<file path="src/rtl/series_dispatch_pkg.sv">
// series_dispatch_pkg: shared widths, job bundle and FSM states
// for the series job dispatcher and its FIFO.
package series_dispatch_pkg;

  localparam int X_W = 10;
  localparam int Y_W = 8;
  localparam int R_W = 10;

  localparam logic [R_W-1:0] RESULT_TIMEOUT = 10'h3FF;

  typedef struct packed {
    logic [X_W-1:0] x;
    logic [Y_W-1:0] y;
  } job_t;

  typedef enum logic [1:0] {
    IDLE,
    LAUNCH,
    WAIT,
    HOLD
  } state_t;

endpackage

</file>
<file path="src/rtl/series_job_dispatcher_if.sv">
// series_job_dispatcher_if: job input channel (in_*) and result
// output channel (out_*); slave = dispatcher, master = environment.
interface series_job_dispatcher_if;
  import series_dispatch_pkg::*;

  logic           in_valid;
  logic           in_ready;
  logic [X_W-1:0] in_x;
  logic [Y_W-1:0] in_y;
  logic           out_valid;
  logic           out_ready;
  logic [R_W-1:0] out_result;
  logic           out_err;

  modport slave (
    input  in_valid, in_x, in_y, out_ready,
    output in_ready, out_valid, out_result, out_err
  );

  modport master (
    output in_valid, in_x, in_y, out_ready,
    input  in_ready, out_valid, out_result, out_err
  );

endinterface

</file>
<file path="src/rtl/series_job_dispatcher_fifo.sv">
// job_fifo: DEPTH-entry job queue; ports clk/rst, push/wdata,
// pop, head (register read at rd_ptr), full/empty/level.
module job_fifo
  import series_dispatch_pkg::*;
#(
  parameter int  DEPTH = 4,
  parameter type T     = job_t
) (
  input  logic                   clk,
  input  logic                   rst,
  input  logic                   push,
  input  T                       wdata,
  input  logic                   pop,
  output T                       head,
  output logic                   full,
  output logic                   empty,
  output logic [$clog2(DEPTH):0] level
);

  localparam int AW = $clog2(DEPTH);
  localparam int LW = AW + 1;

  T mem [DEPTH];

  logic [AW-1:0] wr_ptr;
  logic [AW-1:0] rd_ptr;
  logic          do_push;
  logic          do_pop;

  assign full    = (level == LW'(DEPTH));
  assign empty   = (level == '0);
  assign do_push = push && !full;
  assign do_pop  = pop && !empty;
  assign head    = mem[rd_ptr];

  always_ff @(posedge clk) begin
    if (do_push) mem[wr_ptr] <= wdata;
  end

  always_ff @(posedge clk) begin
    if (rst) begin
      wr_ptr <= '0;
      rd_ptr <= '0;
      level  <= '0;
    end else begin
      if (do_push) wr_ptr <= wr_ptr + AW'(1);
      if (do_pop)  rd_ptr <= rd_ptr + AW'(1);
      unique case ({do_push, do_pop})
        2'b10:   level <= level + LW'(1);
        2'b01:   level <= level - LW'(1);
        default: level <= level;
      endcase
    end
  end

endmodule

</file>
<file path="src/rtl/series_job_dispatcher.sv">
// series_job_dispatcher: queues (x,y) jobs, runs one at a time on
// the engine (eng_start/eng_x/eng_y -> eng_done/eng_result) and
// offers each result on bus.out_*; level = queue occupancy.
// Option SERIES_DISPATCH_TIMEOUT_EN aborts a run after TIMEOUT
// WAIT cycles with result 3FF and out_err set.
module series_job_dispatcher
  import series_dispatch_pkg::*;
#(
  parameter int DEPTH   = 4,
  parameter int TIMEOUT = 255
) (
  input  logic                   clk,
  input  logic                   rst,
  series_job_dispatcher_if.slave bus,
  output logic                   eng_start,
  output logic [X_W-1:0]         eng_x,
  output logic [Y_W-1:0]         eng_y,
  input  logic                   eng_done,
  input  logic [R_W-1:0]         eng_result,
  output logic [$clog2(DEPTH):0] level
);

  if (DEPTH < 2 || (DEPTH & (DEPTH - 1)) != 0 ||
      TIMEOUT < 1 || TIMEOUT > 255) begin : g_bad_cfg
    $error("series_job_dispatcher: bad DEPTH/TIMEOUT");
  end

  state_t state;
  state_t next;

  job_t in_job;
  job_t head;
  logic full;
  logic empty;
  logic pop;
  logic capture;
  logic expire;
  logic tmo_hit;

  assign in_job.x     = bus.in_x;
  assign in_job.y     = bus.in_y;
  assign bus.in_ready = !full;

  job_fifo #(
    .DEPTH (DEPTH),
    .T     (job_t)
  ) u_fifo (
    .clk   (clk),
    .rst   (rst),
    .push  (bus.in_valid),
    .wdata (in_job),
    .pop   (pop),
    .head  (head),
    .full  (full),
    .empty (empty),
    .level (level)
  );

`ifdef SERIES_DISPATCH_TIMEOUT_EN
  logic [7:0] wait_cnt;

  always_ff @(posedge clk) begin
    if (rst)                 wait_cnt <= '0;
    else if (state == LAUNCH) wait_cnt <= '0;
    else if (state == WAIT)   wait_cnt <= wait_cnt + 8'd1;
  end

  // Fires in the WAIT cycle that brings the count to TIMEOUT.
  assign tmo_hit = (state == WAIT) &&
                   (wait_cnt == 8'(TIMEOUT - 1));
`else
  assign tmo_hit = 1'b0;
`endif

  always_ff @(posedge clk) begin
    if (rst) state <= IDLE;
    else     state <= next;
  end

  always_comb begin
    next    = state;
    pop     = 1'b0;
    capture = 1'b0;
    expire  = 1'b0;
    unique case (state)
      IDLE: begin
        if (!empty) next = LAUNCH;
      end
      LAUNCH: begin
        pop  = 1'b1;
        next = WAIT;
      end
      WAIT: begin
        // A done arriving with the timeout still counts as normal.
        if (eng_done) begin
          capture = 1'b1;
          next    = HOLD;
        end else if (tmo_hit) begin
          expire = 1'b1;
          next   = HOLD;
        end
      end
      HOLD: begin
        if (bus.out_ready) next = IDLE;
      end
      default: next = IDLE;
    endcase
  end

  // eng_start is registered so it lines up with the new eng_x/eng_y.
  always_ff @(posedge clk) begin
    if (rst) begin
      eng_start      <= 1'b0;
      eng_x          <= '0;
      eng_y          <= '0;
      bus.out_valid  <= 1'b0;
      bus.out_result <= '0;
      bus.out_err    <= 1'b0;
    end else begin
      eng_start <= pop;
      if (pop) begin
        eng_x <= head.x;
        eng_y <= head.y;
      end
      if (capture) begin
        bus.out_result <= eng_result;
        bus.out_err    <= 1'b0;
        bus.out_valid  <= 1'b1;
      end else if (expire) begin
        bus.out_result <= RESULT_TIMEOUT;
        bus.out_err    <= 1'b1;
        bus.out_valid  <= 1'b1;
      end else if (state == HOLD && bus.out_ready) begin
        bus.out_valid <= 1'b0;
      end
    end
  end

endmodule
</file>
<file path="src/flat_wrapper.sv">
// flat-port wrapper written by rule: the top's interface ports become plain ports
module series_job_dispatcher_flat import series_dispatch_pkg::*;
#(
  parameter int DEPTH   = 4,
  parameter int TIMEOUT = 255
)
  (clk, rst, eng_start, eng_x, eng_y, eng_done, eng_result, level, bus_in_valid, bus_in_x, bus_in_y, bus_out_ready, bus_in_ready, bus_out_valid, bus_out_result, bus_out_err);
  series_job_dispatcher_if bus_i ();
  input  logic clk;
  input  logic rst;
  output logic eng_start;
  output logic [X_W-1:0] eng_x;
  output logic [Y_W-1:0] eng_y;
  input  logic eng_done;
  input  logic [R_W-1:0] eng_result;
  output logic [$clog2(DEPTH):0] level;
  input wire logic [$bits(bus_i.in_valid)-1:0] bus_in_valid;
  input wire logic [$bits(bus_i.in_x)-1:0] bus_in_x;
  input wire logic [$bits(bus_i.in_y)-1:0] bus_in_y;
  input wire logic [$bits(bus_i.out_ready)-1:0] bus_out_ready;
  output wire logic [$bits(bus_i.in_ready)-1:0] bus_in_ready;
  output wire logic [$bits(bus_i.out_valid)-1:0] bus_out_valid;
  output wire logic [$bits(bus_i.out_result)-1:0] bus_out_result;
  output wire logic [$bits(bus_i.out_err)-1:0] bus_out_err;
  assign bus_i.in_valid = bus_in_valid;
  assign bus_i.in_x = bus_in_x;
  assign bus_i.in_y = bus_in_y;
  assign bus_i.out_ready = bus_out_ready;
  assign bus_in_ready = bus_i.in_ready;
  assign bus_out_valid = bus_i.out_valid;
  assign bus_out_result = bus_i.out_result;
  assign bus_out_err = bus_i.out_err;
  series_job_dispatcher #(.DEPTH(DEPTH), .TIMEOUT(TIMEOUT)) u_core (.clk(clk), .rst(rst), .bus(bus_i), .eng_start(eng_start), .eng_x(eng_x), .eng_y(eng_y), .eng_done(eng_done), .eng_result(eng_result), .level(level));
endmodule
</file>
<file path="config.mk">
export PLATFORM = sky130hd
export DESIGN_NAME = series_job_dispatcher_flat
export DESIGN_NICKNAME = d
export VERILOG_FILES = /design/src/rtl/series_dispatch_pkg.sv /design/src/rtl/series_job_dispatcher_if.sv /design/src/rtl/series_job_dispatcher_fifo.sv /design/src/rtl/series_job_dispatcher.sv /design/src/flat_wrapper.sv
export SDC_FILE = /design/constraint.sdc
export NUM_CORES = 1
export LEC_CHECK = 0
export CAP_MARGIN = 0
export CORE_MARGIN = 2
export CORE_UTILIZATION = 33
export DETAILED_ROUTE_END_ITERATION = 8
export SETUP_SLACK_MARGIN = 0.2
export SLEW_MARGIN = 10
export SYNTH_ARGS = -nofsm -noshare
export SYNTH_HDL_FRONTEND = slang
export SYNTH_SLANG_ARGS = --single-unit
</file>
<file path="constraint.sdc">
create_clock -name clk -period 1.93 [get_ports clk]
set_input_delay 0.193 -clock clk [delete_from_list [all_inputs] [get_ports clk]]
set_output_delay 0.193 -clock clk [all_outputs]
set_load 0.1 [all_outputs]
</file>
# After elaboration in Yosys (flattened, before gate mapping)
# Memories as Yosys holds them, arrays and structs flattened. A register that Yosys moved wholly into a read port is not among the register bits.
# Index checks and enable logic that the tools add are counted.
[word_totals]
out_inout_bits = 35
memories = 1
ram_bits = 72
inputBits = 33
register_bits = 21
[op_classes]
add_sub_neg = 4
n_mux = 13
n_reduce_logical = 10
eq_ne = 9
[mem_list]
columns = ["name", "words", "word_bits", "read_ports", "rd_ports_with_merged_regs", "write_ports", "line_no", "text"]
rows = [
  ["u_core.u_fifo.mem", 4, 18, 1, 1, 1, "series_job_dispatcher_fifo.sv:23", "T mem [DEPTH];"],
]
[op_table]
columns = ["cell", "count"]
rows = [
  ["$mux W10", 1],
  ["$pmux W2 S4", 1],
  ["$mux W1", 7],
  ["$eq A2 B2 Y1 const B", 3],
  ["$mux W2", 3],
  ["$ne A2 B2 Y1 const B", 3],
  ["$pmux W3 S2", 1],
  ["$add A2 B1 Y2 const B", 2],
  ["$eq A2 B1 Y1 const B", 2],
  ["$reduce_bool A2 Y1", 2],
  ["$add A3 B1 Y3 const B", 1],
  ["$eq A3 B3 Y1 const B", 1],
  ["$logic_and A1 B1 Y1", 3],
  ["$logic_not A3 Y1", 1],
  ["$reduce_and A3 Y1", 1],
  ["$sub A3 B1 Y3 const B", 1],
  ["$logic_not A1 Y1", 2],
  ["$logic_not A2 Y1", 1],
]

# Longest topological paths before layout
[logic_depth]
depth_word = 5
depth_mapped = 11
mapped_depth_nobuf = 10

# By module
# A second synthesis with hierarchy kept.
[hier_totals]
hier_cells = 278
area_unflattened_um2 = 4339.2
[by_module_without_submodules]
columns = ["mod", "seq_area_each_um2", "instances", "area_per_inst_um2", "cells_each"]
rows = [
  ["job_fifo", 2342.2, 1, 3114.2, 148],
  ["series_job_dispatcher", 640.6, 1, 1224.9, 130],
]

# Worst setup path after synthesis
# Ideal clock, no wire load.
[synth_path]
path_kind = "register to register"
startpoint = "register u_core.u_fifo.level[0]"
endpoint = "register u_core.u_fifo.level[2]"
required_ps = 1860
setup_ps = 70
arrival_ps = 2484
slack_ps = -624
stages_incl_launch_ff = 9
path_cell_list = "dfxtp_1 -> o31ai_1 -> inv_1 -> ha_1 -> inv_1 -> fa_1 -> xor2_1 -> or3_1 -> a21oi_1"
[synth_between]
elab_chain_cells = 5
elab_cells_between_ends = 12
[synth_lines]
columns = ["item", "line_no", "text"]
rows = [
  ["start: declaration", "series_job_dispatcher_fifo.sv:17", "output logic [$clog2(DEPTH):0] level"],
  ["start signal: assignment", "series_job_dispatcher_fifo.sv:49", "2'b10: level <= level + LW'(1);"],
  ["start signal: assignment", "series_job_dispatcher_fifo.sv:50", "2'b01: level <= level - LW'(1);"],
  ["start signal: assignment", "series_job_dispatcher_fifo.sv:51", "default: level <= level;"],
  ["$logic_not A3 Y1 *", "series_job_dispatcher_fifo.sv:31", "assign empty = (level == '0);"],
  ["$logic_not A1 Y1 *", "--", ""],
  ["$logic_and A1 B1 Y1 *", "series_job_dispatcher_fifo.sv:33", "assign do_pop = pop && !empty;"],
  ["via u_core.u_fifo.do_pop", "series_job_dispatcher_fifo.sv:28", "logic do_pop;"],
  ["$eq A2 B1 Y1 / $eq A2 B2 Y1 (equally long branches)", "series_job_dispatcher_fifo.sv:48", "unique case ({do_push, do_pop})"],
  ["$pmux W3 S2 / $reduce_bool A2 Y1 (equally long branches)", "--", ""],
]
# The timed path passes the listed nets; every way through them passes the cells marked *.
# A chain may end at the register's enable or synchronous reset.

# Worst setup path after layout
[layout_path]
startpoint = "register u_core.state[1]"
endpoint = "register u_core.u_fifo.level[2]"
[layout_between]
elab_chain_cells = 5
elab_cells_between_ends = 7
[layout_lines]
columns = ["item", "line_no", "text"]
rows = [
  ["start: declaration", "series_job_dispatcher.sv:28", "state_t state;"],
  ["start signal: assignment", "series_job_dispatcher.sv:77", "else state <= next;"],
  ["$eq A2 B1 Y1 *", "series_job_dispatcher.sv:85", "unique case (state)"],
  ["$mux W1 *", "series_job_dispatcher.sv:85", ""],
  ["via u_core.pop", "series_job_dispatcher.sv:35", "logic pop;"],
  ["$logic_and A1 B1 Y1 *", "series_job_dispatcher_fifo.sv:33", ""],
  ["via u_core.u_fifo.do_pop", "series_job_dispatcher_fifo.sv:28", ""],
  ["$eq A2 B1 Y1 / $eq A2 B2 Y1 (equally long branches)", "series_job_dispatcher_fifo.sv:48", ""],
  ["$pmux W3 S2 / $reduce_bool A2 Y1 (equally long branches)", "--", ""],
]
# Marked as above.

==> report_table.html <==
<table>
<tr><th>Metric</th><th>Value</th></tr>
<tr><th colspan="2">Run status</th></tr>
<tr><td>Status</td><td>finished, final reports clean</td></tr>
<tr><th colspan="2">STA</th></tr>
<tr><td>Final count of hold timing violations</td><td>0</td></tr>
<tr><td>Tightest Pin Transition</td><td>0.508 ns</td></tr>
<tr><td>Count of endpoints failing setup in the final report</td><td>0</td></tr>
<tr><td>Worst Hold Margin</td><td>0.310 ns</td></tr>
<tr><td>Worst setup slack after layout</td><td>0.0599 ns</td></tr>
<tr><td>Final Skew</td><td>0.0109 ns</td></tr>
<tr><td>Max_slew headroom</td><td>0.661</td></tr>
<tr><td>Slew Limit Fails</td><td>0</td></tr>
<tr><td>Post-route minimum period</td><td>1.87 ns</td></tr>
<tr><td>Setup TNS</td><td>0 ns</td></tr>
<tr><td>RSZ-0062 raised after global routing</td><td>true</td></tr>
<tr><td>Peak clock frequency supported by timing</td><td>535 MHz</td></tr>
<tr><td>Share of the cycle needed by the critical path after routing</td><td>0.969</td></tr>
<tr><th colspan="2">Power</th></tr>
<tr><td>Sw power</td><td>~2.9 mW</td></tr>
<tr><td>Share of total power in the clock network</td><td>0.246</td></tr>
<tr><td>Pwr per Cell Area</td><td>1390 nW/um^2</td></tr>
<tr><td>Static leakage power</td><td>1.96 nW</td></tr>
<tr><td>Cell Int Power</td><td>4.75 mW</td></tr>
<tr><td>IR Drop Worst-Case VDD</td><td>approximately 0.58 mV</td></tr>
<tr><td>Switching Share</td><td>0.377</td></tr>
<tr><td>Sequential power share</td><td>0.400</td></tr>
<tr><td>Comb power frac</td><td>0.355</td></tr>
<tr><th colspan="2">Final layout</th></tr>
<tr><td>Layout-stage area growth over the synthesis result</td><td>29.8%</td></tr>
<tr><td>Share of cells above drive strength 1</td><td>0.295</td></tr>
<tr><td>Number of nets in the layout</td><td>401</td></tr>
<tr><td>Final antenna diode count</td><td>0</td></tr>
<tr><td>Fill cell total of the finished layout</td><td>1165</td></tr>
<tr><td>Post-route standard cell area excluding fillers</td><td>5500 um^2</td></tr>
<tr><td>Area of combinational cells with multiple inputs</td><td>between 1000 and 1500 um^2</td></tr>
<tr><td>Share of the core filled with cells</td><td>0.438</td></tr>
<tr><td>Area of all sequential standard cells</td><td>between 2000 and 3000 um^2</td></tr>
<tr><th colspan="2">Critical path</th></tr>
<tr><td>Top fanout value on the critical path</td><td>2</td></tr>
<tr><td>Cell family contributing the most delay on the critical path</td><td>adder cells</td></tr>
<tr><td>Arrival @ worst endpoint</td><td>roughly 2.1 ns</td></tr>
<tr><td>Type of element capturing the critical path</td><td>register</td></tr>
<tr><td>Max stage delay on crit path</td><td>0.33 ns</td></tr>
<tr><td>Crit path launch type</td><td>register</td></tr>
<tr><td>Most frequent cell on the critical path</td><td>sky130_fd_sc_hd__inv_2</td></tr>
<tr><td>Critical path class</td><td>register to register</td></tr>
<tr><td>Chain of cells forming the critical path</td><td>inv_2 &gt; ha_4 &gt; o31ai_4 &gt; inv_1 &gt; ha_2 &gt; inv_2 &gt; fa_2 &gt; xor2_1 &gt; or3_1 &gt; a21oi_2</td></tr>
<tr><td>Reg2reg start</td><td>u_core.state[1]</td></tr>
<tr><td>Number of buffer and inverter stages on the critical path</td><td>3</td></tr>
<tr><td>Depth of the worst register-to-register path</td><td>10</td></tr>
<tr><td>CP Capture Point</td><td>u_core.u_fifo.level[2]</td></tr>
<tr><td>Critical path startpoint</td><td>u_core.state[1]</td></tr>
<tr><td>Stages on the worst setup path</td><td>10</td></tr>
<tr><td>Req. time, crit path</td><td>2.20 ns</td></tr>
<tr><td>Critical register-to-register path endpoint</td><td>u_core.u_fifo.level[2]</td></tr>
<tr><td>Minimum setup slack among reg-to-reg paths</td><td>0.06 ns</td></tr>
<tr><td>Slowest stage cell on the critical path</td><td>sky130_fd_sc_hd__dfxtp_2</td></tr>
<tr><th colspan="2">Detailed routing</th></tr>
<tr><td>Number of nets with antenna violations after detailed routing</td><td>0</td></tr>
<tr><td>First-pass iteration count of the detailed router</td><td>4</td></tr>
<tr><td>Total number of vias</td><td>2410</td></tr>
<tr><td>Final routed wirelength across all metal layers</td><td>8180 um</td></tr>
<tr><td>Number of DRC violations after detailed routing</td><td>0</td></tr>
<tr><td>WL per Instance</td><td>~15 um</td></tr>
<tr><td>Iteration-0 DRC count of the detailed router</td><td>78</td></tr>
<tr><td>Vias per Instance</td><td>4.50</td></tr>
<tr><th colspan="2">Yosys</th></tr>
<tr><td>Share of Yosys cell area claimed by the top area cell type</td><td>0.510</td></tr>
<tr><td>Commonest cells in the netlist</td><td>72 x sky130_fd_sc_hd__edfxtp_1, 39 x sky130_fd_sc_hd__dfxtp_1, 27 x sky130_fd_sc_hd__nor2_1, 24 x sky130_fd_sc_hd__nand2_1, 20 x sky130_fd_sc_hd__mux2i_1</td></tr>
<tr><td>Yosys warning total</td><td>0</td></tr>
<tr><td>Leading post-synthesis cells by cell area</td><td>sky130_fd_sc_hd__edfxtp_1 51%, sky130_fd_sc_hd__dfxtp_1 18%, sky130_fd_sc_hd__mux4_2 9.6%</td></tr>
<tr><td>Top-count cell post-synth</td><td>sky130_fd_sc_hd__edfxtp_1</td></tr>
<tr><td>Cell Area, Synth</td><td>4240 um^2</td></tr>
<tr><td>Flip-flop and latch count after synthesis</td><td>around 110</td></tr>
<tr><td>Register area share after synthesis</td><td>0.694</td></tr>
<tr><td>Syn Nets</td><td>~320</td></tr>
<tr><td>Proportion of register bits with asynchronous set or reset after synthesis</td><td>0</td></tr>
<tr><td>Mean instance size in the synthesized netlist</td><td>between 15 and 20 um^2</td></tr>
<tr><td>Cell count after synthesis</td><td>273</td></tr>
<tr><td>Number of synthesized flops with an enable pin</td><td>a little over 70</td></tr>
<tr><td>Largest area contributor in the synthesized netlist</td><td>sky130_fd_sc_hd__edfxtp_1</td></tr>
<tr><td>Unique masters post-synth</td><td>28</td></tr>
<tr><td>Main flop type after synthesis</td><td>sky130_fd_sc_hd__edfxtp_1</td></tr>
<tr><th colspan="2">Die</th></tr>
<tr><td>Width of the die</td><td>117 um</td></tr>
<tr><td>Die area</td><td>about 14000 um^2</td></tr>
<tr><td>Die span in y</td><td>117 um</td></tr>
<tr><td>Number of standard-cell rows in the floorplan</td><td>41</td></tr>
<tr><td>Ports placed on the boundary</td><td>68</td></tr>
<tr><td>Area of the core</td><td>12600 um^2</td></tr>
<tr><td>Initial cell density of the core</td><td>0.337</td></tr>
<tr><th colspan="2">Placed design</th></tr>
<tr><td>HPWL after detailed placement</td><td>roughly 5400 um</td></tr>
<tr><td>Area of placed instances</td><td>5160 um^2</td></tr>
<tr><td>Pre-CTS setup slack</td><td>-0.0746 ns</td></tr>
<tr><td>Final Wtd Congestion</td><td>0.719</td></tr>
<tr><td>IO Port Bufs</td><td>66</td></tr>
<tr><th colspan="2">Global routing</th></tr>
<tr><td>Number of antenna violations at the first check in global routing</td><td>0</td></tr>
<tr><td>Aggregate global routing overflow</td><td>0</td></tr>
<tr><td>Overall track demand over capacity in global routing</td><td>0.124</td></tr>
<tr><td>Via count of the first global-routing pass</td><td>roughly 2500</td></tr>
<tr><td>Wire length of the first global-routing pass</td><td>around 13000 um</td></tr>
<tr><td>Largest net degree at the start of global routing</td><td>26</td></tr>
<tr><th colspan="2">CTS</th></tr>
<tr><td>TritonCTS clock tree</td><td>yes</td></tr>
<tr><td>CTS root buf</td><td>sky130_fd_sc_hd__clkbuf_16</td></tr>
<tr><td>Clock-pin slew of the registers on the worst-case setup and hold paths</td><td>about 0.070 ns</td></tr>
<tr><td>Sink Count</td><td>111</td></tr>
<tr><td>TritonCTS Buffers</td><td>9</td></tr>
<tr><td>Clock buffer depth</td><td>2</td></tr>
<tr><td>Source-to-sink clock delay at the later pin of the worst-skew pair</td><td>0.34 ns</td></tr>
<tr><td>H-tree depth</td><td>3</td></tr>
<tr><th colspan="2">Flow run</th></tr>
<tr><td>Max-cap viol count</td><td>0</td></tr>
<tr><th colspan="2">Min path</th></tr>
<tr><td>Min-Delay Path Class</td><td>input port to register</td></tr>
</table>
[per-stage QoR]
stage | instances | power, mW
finish | 535 | 7.62
global placement | 515 | 5.77
detailed placement | 515 | 5.81
CTS | 535 | 7.72
floorplan | 273 | 5.20
global route | 535 | 7.98
[what timing repair did]
| action | CTS | global route |
|---|---|---|
| setup buffers | 4 | 0 |
| hold buffers | 0 | 0 |
| endpoints found under the setup margin | 2 | 2 |
| resized for setup | 0 | 1 |
| pin swaps | 2 | 1 |
[worst min-delay path by stage]
stage | start | endpoint | slack [ns] | depth (start not counted)
after floorplan | bus_in_y[0] | u_core.u_fifo.mem[0][0] | 0.29 | 0
after global placement | u_core.bus.out_result[8] | u_core.bus.out_result[8] | 0.44 | 2
after detailed placement | u_core.bus.out_result[6] | u_core.bus.out_result[6] | 0.45 | 2
after CTS | rst | u_core.eng_x[6] | 0.31 | 2
after global routing | rst | u_core.eng_y[5] | 0.33 | 2
final | rst | u_core.eng_x[5] | 0.31 | 2
[cells by family (layout without fill, tap and decap cells)]
family,count (synthesis),after routing,share of synthesized area
flip-flops,111,111,0.694
AND/OR/NAND/NOR,65,65,0.0655
multiplexers,39,39,0.146
buffers and inverters,23,113,0.0275
AO/OA/AOI/OAI,21,21,0.0286
adder cells (fa/ha/maj),10,10,0.0313
XOR/XNOR,3,3,0.00620
other,1,1,0.000885
[final cells by class]
type / count / area share
clock buffer: 10 / 0.0416
clock inverter: 6 / 0.0146
inverter: 11 / 0.00751
multi-input combinational: 139 / 0.224
sequential: 111 / 0.537
tap: 172 / 0.0391
timing repair buffer: 86 / 0.136
[layout by cell type (no fill, tap or decap), types with 3 or more instances in the layout]
cell type                          n
sky130_fd_sc_hd__dfxtp_1          34
sky130_fd_sc_hd__nand2b_1          5
sky130_fd_sc_hd__nand2_1          24
sky130_fd_sc_hd__a21oi_1          14
sky130_fd_sc_hd__buf_4            52
sky130_fd_sc_hd__inv_1             9
sky130_fd_sc_hd__and2_2            4
sky130_fd_sc_hd__clkbuf_16         9
sky130_fd_sc_hd__dfxtp_4           3
sky130_fd_sc_hd__edfxtp_1         72
sky130_fd_sc_hd__xor2_1            3
sky130_fd_sc_hd__mux2i_1          20
sky130_fd_sc_hd__mux4_2           18
sky130_fd_sc_hd__ha_1              7
sky130_fd_sc_hd__nor2_1           26
sky130_fd_sc_hd__clkdlybuf4s50_1  31
[power by group through the flow]
stage / clock network [mW] / logic (mW) / registers [mW]
detailed placement: 0 / 2.71 / 3.11
global placement: 0 / 2.67 / 3.09
CTS: 1.93 / 2.74 / 3.05
floorplan: 0 / 1.01 / 4.19
global route: 2.04 / 2.86 / 3.08
finish: 1.87 / 2.70 / 3.05
[state kept, by name (all words and copies together) (netlist names), 2 cells and up]
signal / flops
u_core.bus.out_result: 10
u_core.eng_x: 10
u_core.eng_y: 8
u_core.state: 2
u_core.u_fifo.level: 3
u_core.u_fifo.mem: 72
u_core.u_fifo.rd_ptr: 2
u_core.u_fifo.wr_ptr: 2
[per-layer routing]
layer  global-route usage  up-vias  wire, um
li1                     -     1158         -
met1                0.160     1181      3710
met2                0.207       64      4020
met3               0.0350        7       359
met4               0.0294        0        86
met5                    0        -         0
Note: power is estimated with default switching activity, not from simulation.
==> RTL edit 1, RTL diff (same settings) <==
Add a define of `SERIES_DISPATCH_TIMEOUT_EN`.
--- a/src/rtl/series_job_dispatcher.sv
+++ b/src/rtl/series_job_dispatcher.sv
@@ -3,6 +3,8 @@
 // offers each result on bus.out_*; level = queue occupancy.
 // Option SERIES_DISPATCH_TIMEOUT_EN aborts a run after TIMEOUT
 // WAIT cycles with result 3FF and out_err set.
+`define SERIES_DISPATCH_TIMEOUT_EN
+
 module series_job_dispatcher
   import series_dispatch_pkg::*;
 #(
Check against the original RTL: no difference found for any inputs over 10 cycles, from zero or initial values and one cycle with rst high; that may be too few to reach the edited logic, so the function may still have changed.
==> RTL edit 1 against the original RTL <==
- the run now ends with negative setup slack left
- clock skew up 0.00053 ns
- non-clock buffer count up 4
- setup slack worse by 0.20 ns
- cell count up 13%
- sequential cell count up 9
- via count up 15%
- power up 20%
- synthesized area up 10%
- routed wire length up 11%
- global-route usage up 0.48 points
- clock power up 64%
- hold slack worse by 0.075 ns
- final area up 14%
- critical path type unchanged
- critical endpoint unchanged
- largest power group unchanged
==> RTL edit 1: results (changes against the original RTL) <==
metric,value,unit,change
fin_skew,0.01143,ns,+0.0005350 ns
io_buffer_count,67,,+1.5%
layout-drive-gt1-share,0.2965,,+0.001705
use_met3,0.04428,,+0.009261
synthMuxAreaShare,0.1313,,-0.01427
slowest_stage,or3b_4,,
nFillCells,1231,,+5.7%
grt_max_degree,25,,-3.8%
nets,458,,+14%
ys_seq_area_frac,0.6674,,-0.02704
yosys.area_share.adder,0.03636,,+0.005068
worst_slew_pin_slew,0.5100,ns,+0.001626 ns
peakVddDrop,0.8767,mV,+52%
reg2reg_depth,9,,-1
via_count,2760,,+15%
dp_worst_setup_slack,-0.1569,ns,-0.08233 ns
gp_congestion,0.7526,,+4.7%
fin_ws,-0.1365,ns,-0.1964 ns
yosys-top-cells-area,"edfxtp_1 46%, dfxtp_1 21%, mux4_2 6.3%",,
critPathTopFamily,simple AND/OR/NAND/NOR gates,,
synth_compound_area_frac,0.03396,,+0.005318
track_usage,0.1287,,+0.004752
violations,negative setup slack,,
grt_pass1_wl,14.24,mm,+7.1%
insertion_delay,0.41,ns,+0.07 ns
synth_cell_type_count,38,,+36%
status,"finished, violations left",,
critical_path.startpoint,u_core.u_fifo.level[1]$_SDFFE_PP0P_,,
max_stage_delay,0.39,ns,+0.06 ns
setup_viol,1,,+1
dr.pass1.iters,5,,+1
use_met1,0.1427,,-0.01747
post_cts_buffers,0,,-4
synth_xor_xnor_area_share,0.01872,,+0.01252
synth_nets,362,,+15%
dp_hpwl,5.813,mm,+7.3%
cts_buffers,17,,+8
hold-path-endpoint,u_core.u_fifo.wr_ptr[0]$_SDFFE_PP0P_,,
leakagePower,2.279,nW,+16%
cp.arrival,2.40,ns,+0.26 ns
RTL edit 1: changes by cell type in the layout (fill, tap and decap cells not counted), sizes merged, moves of 6 or more:
cell,delta
clkbuf,+10
and3,+6
a21oi,-9
nand2,+6
dfxtp,+9
a31oi,+11
RTL edit 1: kinds of logic after synthesis:
group	Yosys count
AO/OA/AOI/OAI	25
flip-flops	120
buffers and inverters	24
adder cells (fa/ha/maj)	13
multiplexers	37
XOR/XNOR	10
AND/OR/NAND/NOR	87
RTL edit 1: per-layer routing:
layer / share of wire / up-vias
met5: 0 / -
met4: 0.0078 / 0
met3: 0.051 / 5
met2: 0.52 / 53
met1: 0.42 / 1345
li1: - / 1357
RTL edit 1: stage by stage:
step                hold WS, ns  std cells  utilization  TNS [ns]
floorplan                0.2919        316            -    -1.158
global placement         0.4591        572       0.4063   -0.1286
detailed placement       0.4555        572       0.4063   -0.1569
CTS                      0.2335        605       0.4507   -0.1464
global route             0.2584        605       0.4511   -0.2558
finish                   0.2354        605       0.4511   -0.1365
RTL edit 1: power by group:
part	total (mW)	switching [mW]	internal (mW)
clock network	3.06	1.13	1.92
registers	3.21	0.141	3.06
logic	2.91	1.93	0.978
RTL edit 1: layout make-up:
type                            count  share of cell area
Clock inverter                     12             0.01838
Inverter                           10            0.006793
Tap cell                          180             0.03596
Timing Repair Buffer               90              0.1265
Multi-Input combinational cell    173              0.2360
Clock buffer                       20             0.07632
Sequential cell                   120              0.5001
RTL edit 1: repair_timing:
action / CTS / global route
gates cloned: 1 / 0
pin swaps: 2 / 1
endpoints found under the setup margin: 10 / 16
resized for setup: 3 / 2
==> RTL edit 2, RTL diff (same flow settings) <==
Made on the original files. The 4 states of `state_t` get a one-hot encoding in 4 bits.
--- a/src/rtl/series_dispatch_pkg.sv
+++ b/src/rtl/series_dispatch_pkg.sv
@@ -13,11 +13,11 @@
     logic [Y_W-1:0] y;
   } job_t;
 
-  typedef enum logic [1:0] {
-    IDLE,
-    LAUNCH,
-    WAIT,
-    HOLD
+  typedef enum logic [3:0] {
+    IDLE   = 4'b0001,
+    LAUNCH = 4'b0010,
+    WAIT   = 4'b0100,
+    HOLD   = 4'b1000
   } state_t;
 
 endpackage
Function: same outputs for any inputs over 10 cycles, from zero or initial values and one cycle with rst high; not proved beyond that.
==> RTL edit 2 against the original RTL <==
- the run now ends with negative setup slack left
- maximum frequency shrank 12%
- via count grew 4.3%
- sequential cell count grew 2
- setup slack lost 0.26 ns
- clock skew shrank 0.00059 ns
- final area grew 6.5%
- routed wire length grew 3.4%
- global-route usage grew 0.69 points
- largest cell class unchanged
- synthesized area grew 0.77%
- critical path depth shrank 2
- hold slack gained 0.034 ns
- die area grew 0.74%
Power is not compared: it rests on default switching activity, and its combinational part moved more than twofold at a synthesized area within 25%.
==> RTL edit 2: results (changes against the original RTL) <==
metric,value,unit,change
status,"finished, violations left",,
violations,negative setup slack,,
synth_commonest_cells,"72 x edfxtp_1, 41 x dfxtp_1, 18 x a21oi_1, 18 x a22o_1, 18 x mux4_2",,
grt_pass1_wl,13.66,mm,+2.6%
cts_buffers,17,,+8
finalWirelength,8.456,mm,+3.4%
synth_cell_type_count,39,,+39%
slew_headroom,0.6458,,-0.01527
gp_congestion,0.7079,,-1.5%
layout-drive-gt1-share,0.3369,,+0.04216
yosys-top-cells-area,"edfxtp_1 51%, dfxtp_1 19%, mux4_2 9.5%",,
antenna_found_initial,0,,unchanged
fin_ws,-0.2030,ns,-0.2629 ns
clk_pin_slew,0.05,ns,-0.02 ns
dp_worst_setup_slack,-0.2771,ns,-0.2026 ns
fin_skew,0.01030,ns,-0.0005948 ns
track_usage,0.1308,,+0.006927
insertion_delay,0.41,ns,+0.07 ns
grt_max_degree,20,,-23%
grt_pass1_vias,2673,,+7.0%
finalSetupTns,-0.2408,ns,-0.2408 ns
clk_path_buf_depth,2,,unchanged
via_count,2514,,+4.3%
nets,397,,-1.0%
initialDrtViolationCount,140,,+79%
cts_max_level,4,,+1
dp_hpwl,5.463,mm,+0.88%
ys_seq_area_frac,0.6985,,+0.004086
yosysWarnings,0,,unchanged
cp.arrival,2.47,ns,+0.33 ns
setup_viol,2,,+2
synth_nets,304,,-3.8%
dr.pass1.iters,5,,+1
==> RTL edit 2: cell types whose count changed after synthesis, sizes merged, moves of 3 or more <==
| cell | delta |
|---|---|
| ha | -4 |
| a22o | +18 |
| a21oi | +3 |
| and3 | +4 |
| nand3 | +12 |
| mux2i | -20 |
| nand2 | -22 |
| nor4b | +3 |
| nor2 | -22 |
| and2 | -5 |
| o21ai | +12 |
| clkbuf | +9 |
==> RTL edit 2: worst paths after layout <==
path,startpoint,cells after the start,slack (ns),to
setup / recovery,u_core.state[3]$_SDFFE_PP0P_,8,-0.20,u_core.u_fifo.level[2]$_SDFFE_PP0P_
setup reg to reg,u_core.state[3]$_SDFFE_PP0P_,8,-0.20,u_core.u_fifo.level[2]$_SDFFE_PP0P_
hold / removal,eng_result[1],3,0.34,u_core.bus.out_result[1]$_SDFFE_PP0P_
hold reg to reg,u_core.eng_x[5]$_SDFFE_PP0P_,1,0.47,u_core.eng_x[5]$_SDFFE_PP0P_
==> RTL edit 2: layer usage <==
layer,up-vias,wire [um],GRT usage
met5,-,0,0
met4,0,89,0.05873
met3,8,486,0.05136
met2,66,4436,0.2275
met1,1221,3443,0.1402
li1,1219,-,-
==> RTL edit 2: timing repair <==
item,in CTS,in global routing
pin swaps,0,1
endpoints found under the setup margin,3,7
hold buffers,0,0
gates resized for setup,3,4
setup buffers,1,1
==> RTL edit 2: area by class of cell <==
type,instances,area [um^2]
Inverter,9,33.78
Multi-Input combinational cell,124,1191
Fill cell,1153,6758
Tap cell,172,215.2
Timing Repair Buffer,93,828.3
Clock buffer,23,467.9
Sequential cell,113,2994
Clock inverter,9,131.4
==> RTL edit 2: cells by family after synthesis <==
family / count (synthesis) / synth area share
and+or+nand+nor: 40 / 0.06153
buffers and inverters: 28 / 0.03340
DFF: 113 / 0.6985
xor gates and xnor gates: 2 / 0.004103
other: 1 / 0.0008781
adders and majority gates: 6 / 0.01934
muxes: 18 / 0.09493
AOI/OAI and AO/OA: 57 / 0.08731
==> RTL edit 2: power by group <==
group / switching [mW] / internal [mW]
combinational: 0.374 / 0.238
clock: 1.03 / 2.09
sequential: 0.0290 / 2.67
==> RTL edit 2: worst max-delay path, cell delays in order (launching register included) <==
cell	delay, ns
dfxtp_1	0.31
or4b_4	0.56
nor2_4	0.11
ha_4	0.14
inv_2	0.03
fa_2	0.33
xor2_1	0.16
or3_1	0.31
a21oi_1	0.12
==> RTL edit 2: metrics by stage <==
step | cell area [um^2] | std cells | util
2_1_floorplan | 4333 | 265 | -
3_3_place_gp | 5219 | 509 | 0.4135
3_5_place_dp | 5219 | 509 | 0.4135
4_1_cts | 5837 | 542 | 0.4625
5_1_grt | 5862 | 543 | 0.4645
6_report | 5862 | 543 | 0.4645
